File: src/rtl/noc_traffic_engine.sv
// NoC traffic engine: per-port packet generators (random, fixed or round-robin
// destination) and per-port sinks that count deliveries and flag misroutes.
module noc_traffic_engine #(
    parameter int          NUM_PORTS = 13,
    parameter int          WIDTH     = 33,
    parameter int          DEST_W    = 4,
    parameter int          DEST_LSB  = 29,
    parameter int          SEQ_W     = 16,
    parameter int          GAP       = 0,
    parameter logic [15:0] SEED      = 16'hACE1
) (
    input  logic                          clk,
    input  logic                          reset,
    input  logic                          start,
    input  logic [1:0]                    mode,
    input  logic [DEST_W-1:0]             fixed_dest,
    input  logic                          excl_self,
    input  logic [SEQ_W-1:0]              num_pkts,
    output logic [NUM_PORTS*WIDTH-1:0]    tx_data,
    output logic [NUM_PORTS-1:0]          tx_valid,
    input  logic [NUM_PORTS-1:0]          tx_ready,
    input  logic [NUM_PORTS*WIDTH-1:0]    rx_data,
    input  logic [NUM_PORTS-1:0]          rx_valid,
    output logic [NUM_PORTS-1:0]          rx_ready,
    output logic [NUM_PORTS*SEQ_W-1:0]    tx_count,
    output logic [NUM_PORTS*SEQ_W-1:0]    rx_count,
    output logic [NUM_PORTS-1:0]          err,
    output logic [SEQ_W-1:0]              err_count,
    output logic                          all_done
);

    typedef enum logic [1:0] {IDLE, SEND, GAPWAIT, DONE} gen_state_e;

    localparam int PAD    = WIDTH - 2*DEST_W - SEQ_W;
    localparam int GAP_W  = (GAP > 1) ? $clog2(GAP) : 1;
    localparam int MISS_W = $clog2(NUM_PORTS + 1);
    localparam int SUM_W  = SEQ_W + MISS_W;
    localparam logic [SEQ_W-1:0] CNT_MAX = '1;

    function automatic logic [15:0] seed_of(input int i);
        return SEED ^ 16'(i + 1);
    endfunction

    // Fibonacci form of x^16 + x^14 + x^13 + x^11 + 1.
    function automatic logic [15:0] lfsr_step(input logic [15:0] s);
        return {s[14:0], s[15] ^ s[13] ^ s[12] ^ s[10]};
    endfunction

    function automatic logic [DEST_W-1:0] first_rr(input int i);
        return DEST_W'((i + 1) % NUM_PORTS);
    endfunction

    function automatic logic [DEST_W-1:0] wrap_inc(input logic [DEST_W-1:0] d);
        return (int'(d) == NUM_PORTS - 1) ? '0 : d + 1'b1;
    endfunction

    function automatic logic [SEQ_W-1:0] sat_inc(input logic [SEQ_W-1:0] c);
        return (c == CNT_MAX) ? c : c + 1'b1;
    endfunction

    function automatic logic [DEST_W-1:0] dest_of(
        input int                i,
        input logic [1:0]        m,
        input logic [DEST_W-1:0] fixed,
        input logic              excl,
        input logic [15:0]       lfsr,
        input logic [DEST_W-1:0] rr
    );
        logic [DEST_W-1:0] raw;
        case (m)
            2'd1:    raw = DEST_W'(int'(fixed) % NUM_PORTS);
            2'd2:    raw = rr;
            default: raw = DEST_W'(int'(lfsr[7:0]) % NUM_PORTS);
        endcase
        if (excl && int'(raw) == i) raw = DEST_W'((i + 1) % NUM_PORTS);
        return raw;
    endfunction

    gen_state_e         state_q   [NUM_PORTS], state_d   [NUM_PORTS];
    logic [SEQ_W-1:0]   seq_q     [NUM_PORTS], seq_d     [NUM_PORTS];
    logic [15:0]        lfsr_q    [NUM_PORTS], lfsr_d    [NUM_PORTS];
    logic [DEST_W-1:0]  rr_q      [NUM_PORTS], rr_d      [NUM_PORTS];
    logic [GAP_W-1:0]   gap_q     [NUM_PORTS], gap_d     [NUM_PORTS];
    logic [SEQ_W-1:0]   tx_cnt_q  [NUM_PORTS], tx_cnt_d  [NUM_PORTS];
    logic [SEQ_W-1:0]   rx_cnt_q  [NUM_PORTS], rx_cnt_d  [NUM_PORTS];
    logic [DEST_W-1:0]  dest      [NUM_PORTS];
    logic [NUM_PORTS-1:0] err_q, err_d;
    logic [SEQ_W-1:0]   err_count_q, err_count_d;
    logic               all_done_q, all_done_d;
    logic [1:0]         mode_q, mode_d;
    logic [DEST_W-1:0]  fixed_dest_q, fixed_dest_d;
    logic               excl_self_q, excl_self_d;
    logic [SEQ_W-1:0]   num_pkts_q, num_pkts_d;
    logic               launch, busy, all_fin;
    logic [SUM_W-1:0]   tx_sum, rx_sum;
    logic [MISS_W-1:0]  miss_cnt;
    logic [SEQ_W:0]     err_sum;
    logic               unused_rx;

    // A run only launches when no generator is mid-run; start is ignored otherwise.
    always_comb begin
        busy    = 1'b0;
        all_fin = 1'b1;
        tx_sum  = '0;
        rx_sum  = '0;
        for (int i = 0; i < NUM_PORTS; i++) begin
            busy    |= (state_q[i] == SEND) || (state_q[i] == GAPWAIT);
            all_fin &= (state_q[i] == DONE);
            tx_sum  += SUM_W'(tx_cnt_q[i]);
            rx_sum  += SUM_W'(rx_cnt_q[i]);
        end
        launch     = start && !busy;
        all_done_d = !launch && all_fin && (tx_sum == rx_sum);
    end

    always_comb begin
        tx_data  = '0;
        tx_valid = '0;
        tx_count = '0;
        rx_count = '0;
        for (int i = 0; i < NUM_PORTS; i++) begin
            dest[i]     = dest_of(i, mode_q, fixed_dest_q, excl_self_q, lfsr_q[i], rr_q[i]);
            tx_valid[i] = (state_q[i] == SEND);
            tx_data[i*WIDTH +: WIDTH] = tx_valid[i]
                ? (WIDTH'({dest[i], DEST_W'(i), seq_q[i]}) << PAD) : '0;
            tx_count[i*SEQ_W +: SEQ_W] = tx_cnt_q[i];
            rx_count[i*SEQ_W +: SEQ_W] = rx_cnt_q[i];
        end
    end

    // NOTE: every _d signal gets its hold value first, so no path through this
    // block can leave one unassigned and infer a latch.
    always_comb begin
        mode_d       = mode_q;
        fixed_dest_d = fixed_dest_q;
        excl_self_d  = excl_self_q;
        num_pkts_d   = num_pkts_q;
        if (launch) begin
            mode_d       = mode;
            fixed_dest_d = fixed_dest;
            excl_self_d  = excl_self;
            num_pkts_d   = num_pkts;
        end
        for (int i = 0; i < NUM_PORTS; i++) begin
            state_d[i]  = state_q[i];
            seq_d[i]    = seq_q[i];
            lfsr_d[i]   = lfsr_q[i];
            rr_d[i]     = rr_q[i];
            gap_d[i]    = gap_q[i];
            tx_cnt_d[i] = tx_cnt_q[i];
            if (launch) begin
                state_d[i]  = SEND;
                seq_d[i]    = '0;
                lfsr_d[i]   = seed_of(i);
                rr_d[i]     = first_rr(i);
                gap_d[i]    = '0;
                tx_cnt_d[i] = '0;
            end else begin
                case (state_q[i])
                    SEND: begin
                        if (tx_ready[i]) begin
                            seq_d[i]    = seq_q[i] + 1'b1;
                            lfsr_d[i]   = lfsr_step(lfsr_q[i]);
                            rr_d[i]     = wrap_inc(rr_q[i]);
                            tx_cnt_d[i] = sat_inc(tx_cnt_q[i]);
                            if (num_pkts_q != '0 && tx_cnt_d[i] == num_pkts_q) begin
                                state_d[i] = DONE;
                            end else if (GAP == 0) begin
                                state_d[i] = SEND;
                            end else begin
                                state_d[i] = GAPWAIT;
                                gap_d[i]   = GAP_W'(GAP - 1);
                            end
                        end
                    end
                    GAPWAIT: begin
                        if (gap_q[i] == '0) state_d[i] = SEND;
                        else                gap_d[i]   = gap_q[i] - 1'b1;
                    end
                    default: ;
                endcase
            end
        end
    end

    // Several sinks can misroute in the same cycle; all of them are added at once.
    always_comb begin
        miss_cnt = '0;
        err_d    = err_q;
        for (int i = 0; i < NUM_PORTS; i++) begin
            rx_cnt_d[i] = rx_cnt_q[i];
            if (launch) begin
                rx_cnt_d[i] = '0;
                err_d[i]    = 1'b0;
            end else if (rx_valid[i]) begin
                rx_cnt_d[i] = sat_inc(rx_cnt_q[i]);
                if (rx_data[i*WIDTH + DEST_LSB +: DEST_W] != DEST_W'(i)) begin
                    err_d[i] = 1'b1;
                    miss_cnt = miss_cnt + 1'b1;
                end
            end
        end
        err_sum     = {1'b0, err_count_q} + (SEQ_W + 1)'(miss_cnt);
        err_count_d = launch ? '0 : (err_sum[SEQ_W] ? CNT_MAX : err_sum[SEQ_W-1:0]);
    end

    // NOTE: the per-port arrays are plain flops, not RAM, so resetting every
    // entry (including reseeding the LFSRs) is intended.
    always_ff @(posedge clk) begin
        if (reset) begin
            for (int i = 0; i < NUM_PORTS; i++) begin
                state_q[i]  <= IDLE;
                seq_q[i]    <= '0;
                lfsr_q[i]   <= seed_of(i);
                rr_q[i]     <= first_rr(i);
                gap_q[i]    <= '0;
                tx_cnt_q[i] <= '0;
                rx_cnt_q[i] <= '0;
            end
            err_q        <= '0;
            err_count_q  <= '0;
            all_done_q   <= 1'b0;
            mode_q       <= '0;
            fixed_dest_q <= '0;
            excl_self_q  <= 1'b0;
            num_pkts_q   <= '0;
        end else begin
            state_q      <= state_d;
            seq_q        <= seq_d;
            lfsr_q       <= lfsr_d;
            rr_q         <= rr_d;
            gap_q        <= gap_d;
            tx_cnt_q     <= tx_cnt_d;
            rx_cnt_q     <= rx_cnt_d;
            err_q        <= err_d;
            err_count_q  <= err_count_d;
            all_done_q   <= all_done_d;
            mode_q       <= mode_d;
            fixed_dest_q <= fixed_dest_d;
            excl_self_q  <= excl_self_d;
            num_pkts_q   <= num_pkts_d;
        end
    end

    assign rx_ready  = {NUM_PORTS{~reset}};
    assign err       = err_q;
    assign err_count = err_count_q;
    assign all_done  = all_done_q;
    assign unused_rx = ^rx_data;

endmodule

File: config.mk
export PLATFORM = sky130hd
export DESIGN_NAME = noc_traffic_engine
export DESIGN_NICKNAME = d
export VERILOG_FILES = /design/src/rtl/noc_traffic_engine.sv
export SDC_FILE = /design/constraint.sdc
export NUM_CORES = 2
export LEC_CHECK = 0
export CAP_MARGIN = 10
export CORE_AREA = 3 3 530 532
export CTS_BUF_LIST = sky130_fd_sc_hd__clkbuf_16
export CTS_CLUSTER_DIAMETER = 120
export DETAILED_ROUTE_END_ITERATION = 6
export DIE_AREA = 0 0 533 535
export PLACE_DENSITY = 0.5
export RECOVER_POWER = 100
export SETUP_SLACK_MARGIN = 0.02
export SYNTH_ARGS = -nofsm -noshare
export SYNTH_HDL_FRONTEND = slang
export SYNTH_SLANG_ARGS = --single-unit
File: constraint.sdc
create_clock -name clk -period 17.5 [get_ports clk]
set_clock_uncertainty 0.05 [all_clocks]
set_input_delay 5.25 -clock clk [delete_from_list [all_inputs] [get_ports clk]]
set_output_delay 5.25 -clock clk [all_outputs]
set_load 0.02 [all_outputs]
==> metrics.md <==
| Metric | Value |
|---|---|
| Vias in the first global route | `64649` |
| Synth Warn # | `0` |
| Most used DFF post-synth | `dfxtp_1` |
| Worst setup EP type | `flop` |
| Via count | `68546` |
| Post-Syn Area | `roughly 73000 sq um` |
| Placed cell count | `~13000` |
| Synth top area share | `about a quarter` |
| Global placer's final weighted congestion | `~0.97` |
| Dominant cell type by area after synthesis | `dfxtp_1` |
| Reg clk slew, reported paths | `around 0.050 ns` |
| Endpoints failing setup | `0` |
| Largest net degree at the start of global routing | `197` |
| Worst Path Required | `between 15 and 20 ns` |
| Initial antenna violation count | `28` |
| Setup Crit Path Kind | `in -> reg` |
| First-pass GRT wire length | `454 mm` |
| Area grow syn2layout | `20.6%` |
| Startpoint Class | `input port` |
| Final min period | `about 16 ns` |
| Status | `complete, but fails checks` |
| Max-cap violation count | `21` |
| FILL cells | `just under 30000` |
| CTS sink count | `approximately 960` |
| Clock buffer count from CTS | `138` |
| Routed vias/inst | `between 5 and 6` |
| Full die area | `between 200000 and 300000 sq um` |
| Starting Density | `between 20% and 30%` |
| Total core area | `around 280000 sq um` |
| Cell variety after synth | `135` |
| Post-synth EDFFs | `0` |
| Final #Nets | `~11000` |
| Seq/Total Area, Yosys | `between 20% and 30%` |
| WHS | `~0.4 ns` |
| Clock root cell | `clkbuf_16` |
| Hold Path Class | `reg -> reg` |
| Peak supply drop | `about 0.11 mV` |
| Area contributors post-synth | `dfxtp_1 (26%), fa_1 (9.5%), xnor2_1 (6.4%), xor2_1 (6.1%), nand2_1 (5.7%)` |
| Worst-Skew Late Latency | `0.82 ns` |
| Chip width | `between 500 and 600 um` |
| Slew HR | `-439%` |
| P_leak | `around 0.035 uW` |
| Hold Vio Cnt, Final | `0` |
| Total power divided by cell area | `about 150 nW/um^2` |
| GRT Overall Usage | `21.2%` |
| Post-route DRC violation count | `0` |
| Setup_tns | `0 ns` |
| DRT Wirelength | `between 300 and 400 mm` |
| Slew at the pin closest to its max-slew limit | `about 8.1 ns` |
| CTS tree | `built` |
| Post-CTS setup repair buffer count | `0` |
| RSZ-0062 raised after global routing | `no` |
| I/O pin count | `about 1400` |
| Worst setup margin | `1.80 ns` |
| Mapped Avg Cell Area | `between 7 and 8 sq um` |
| Peak Freq | `~0.064 GHz` |
| CTS H-tree depth | `4` |
| DR WL/cell | `between 20 and 25 um` |
| Final period util | `between 80% and 90%` |
| Port Buffers | `between 800 and 900` |
| Layout cells sized above 1 | `approximately 4%` |
| Detail Route Antenna Nets | `0` |
| Final core utilization | `roughly a third` |
| Iteration count of the initial detailed-routing pass | `6` |
| Die height | `about 540 um` |
| Clk buf depth | `4` |
| Hold buffers post-CTS | `0` |
| Non-filler instance count after layout | `approximately 14000` |
| CP Max Fanout | `97` |
| Asr flop ratio synth | `0%` |
| Failing checks | `capacitance limit, slew limit` |
| Num rows | `193` |
| Grt ovf | `0` |
| Slew Limit Fails | `about 1200` |
| DP Wirelength | `~250 mm` |
| Post-CTS Resized | `0` |
| Worst Path Arrival | `16.15 ns` |
| Cells after Synth | `~9200` |
| Drt first-iter violations | `roughly 5200` |
| Post-Place Setup Slack | `about 1.4 ns` |
| Post-synthesis register bit count | `963` |
==> critical path, cell delays in order <==
cell      delay (ns)
buf_2           0.08
clkbuf_1        2.34
inv_1           1.02
nand2_1         2.49
clkbuf_1        1.41
clkbuf_1        3.21
nor2_1          0.19
==> cells by family after synthesis <==
kind of cell,Yosys count,share of synthesized area (%)
other,1,0.00510
xor gates and xnor gates,1057,12.7
DFF,963,26.2
and+or+nand+nor,3697,24.1
muxes,117,1.69
adders and majority gates,596,13.7
buffers and inverters,1199,7.20
AOI/OAI and AO/OA,1602,14.4
==> routing by layer <==
metal,global-route usage [%],wire length (um),vias up
li1,-,-,32381
met1,26.7,132000,33240
met2,33.6,140000,2458
met3,6.58,28500,457
met4,8.51,14800,10
met5,0,70,-
==> synthesized netlist by cell type (63+ instances only) <==
library cell / number
and3_1: 147
a21o_1: 66
nand2_1: 1110
fa_1: 347
xnor2_1: 537
nand4_1: 215
nand3_1: 415
clkbuf_1: 397
o21ai_0: 281
inv_1: 538
and2_1: 290
nor2_1: 903
or3_1: 111
ha_1: 242
a21oi_1: 505
o211ai_1: 100
a211oi_1: 63
mux2i_1: 87
nor3_1: 200
buf_4: 189
a31oi_1: 67
xor2_1: 514
dfxtp_1: 963
==> final timing paths <==
path                             startpoint            to  slack [ns]  cells after the start
worst max-delay path                  reset     seq_q[42]        1.80                      7
worst min-delay path             lfsr_q[88]    lfsr_q[89]        0.40                      2
worst max register to register  state_q[22]  err_count[9]        6.23                     48
worst min register to register   lfsr_q[88]    lfsr_q[89]        0.40                      2
==> sequential cells by signal, indices dropped and copies added (netlist names) <==
signal,count
lfsr_q,208
rx_count,208
seq_q,208
tx_count,208
rr_q,52
state_q,26
err_count,16
num_pkts_q,16
err,13
fixed_dest_q,4
mode_q,2
all_done,1
excl_self_q,1
==> power by group <==
| part | switching, uW | internal, uW |
|---|---|---|
| Sequential | 256 | 2350 |
| Clock | 1130 | 1550 |
| Combinational | 5080 | 3240 |
| Total | 6460 | 7140 |
==> final cells by class <==
class                           instances  area, sq um  share of cell area [%]
Clock buffer                          140         3500                    3.95
Timing Repair Buffer                  937         9090                    10.3
Clock inverter                         89          617                   0.696
Inverter                              541         2030                    2.29
Multi-Input combinational cell       7216        49400                    55.8
Sequential cell                       963        19300                    21.8
Tap cell                             3705         4640                    5.23
Antenna cell                           10         25.0                  0.0282
==> cells in the final DEF, fill, tap and decap left out, types with 67 or more instances in the layout <==
cell / netlist / final
a31oi_1: 67 / 67
or3_1: 111 / 111
and2_0: 2 / 84
o211ai_1: 100 / 100
nor2_1: 903 / 903
o21ai_0: 281 / 287
dfxtp_1: 963 / 959
a21oi_1: 505 / 505
and3_1: 147 / 147
ha_1: 242 / 241
nand4_1: 215 / 215
nand3_1: 415 / 415
xnor2_1: 537 / 537
fa_1: 347 / 347
and2_1: 290 / 201
conb_1: 1 / 147
inv_1: 538 / 561
dlygate4sd3_1: 0 / 654
nand2_1: 1110 / 1107
mux2i_1: 87 / 87
clkbuf_16: 0 / 140
clkdlybuf4s50_1: 0 / 202
nor3_1: 200 / 199
xor2_1: 514 / 514
==> stage by stage <==
| step | total power, uW | area (sq um) |
|---|---|---|
| detailed placement | 11000 | 84700 |
| CTS | 13700 | 88800 |
| global placement | 10800 | 84700 |
| global route | 14700 | 88600 |
| floorplan | 8790 | 74000 |
| finish | 13600 | 88600 |
(Power assumes the default switching activity.)
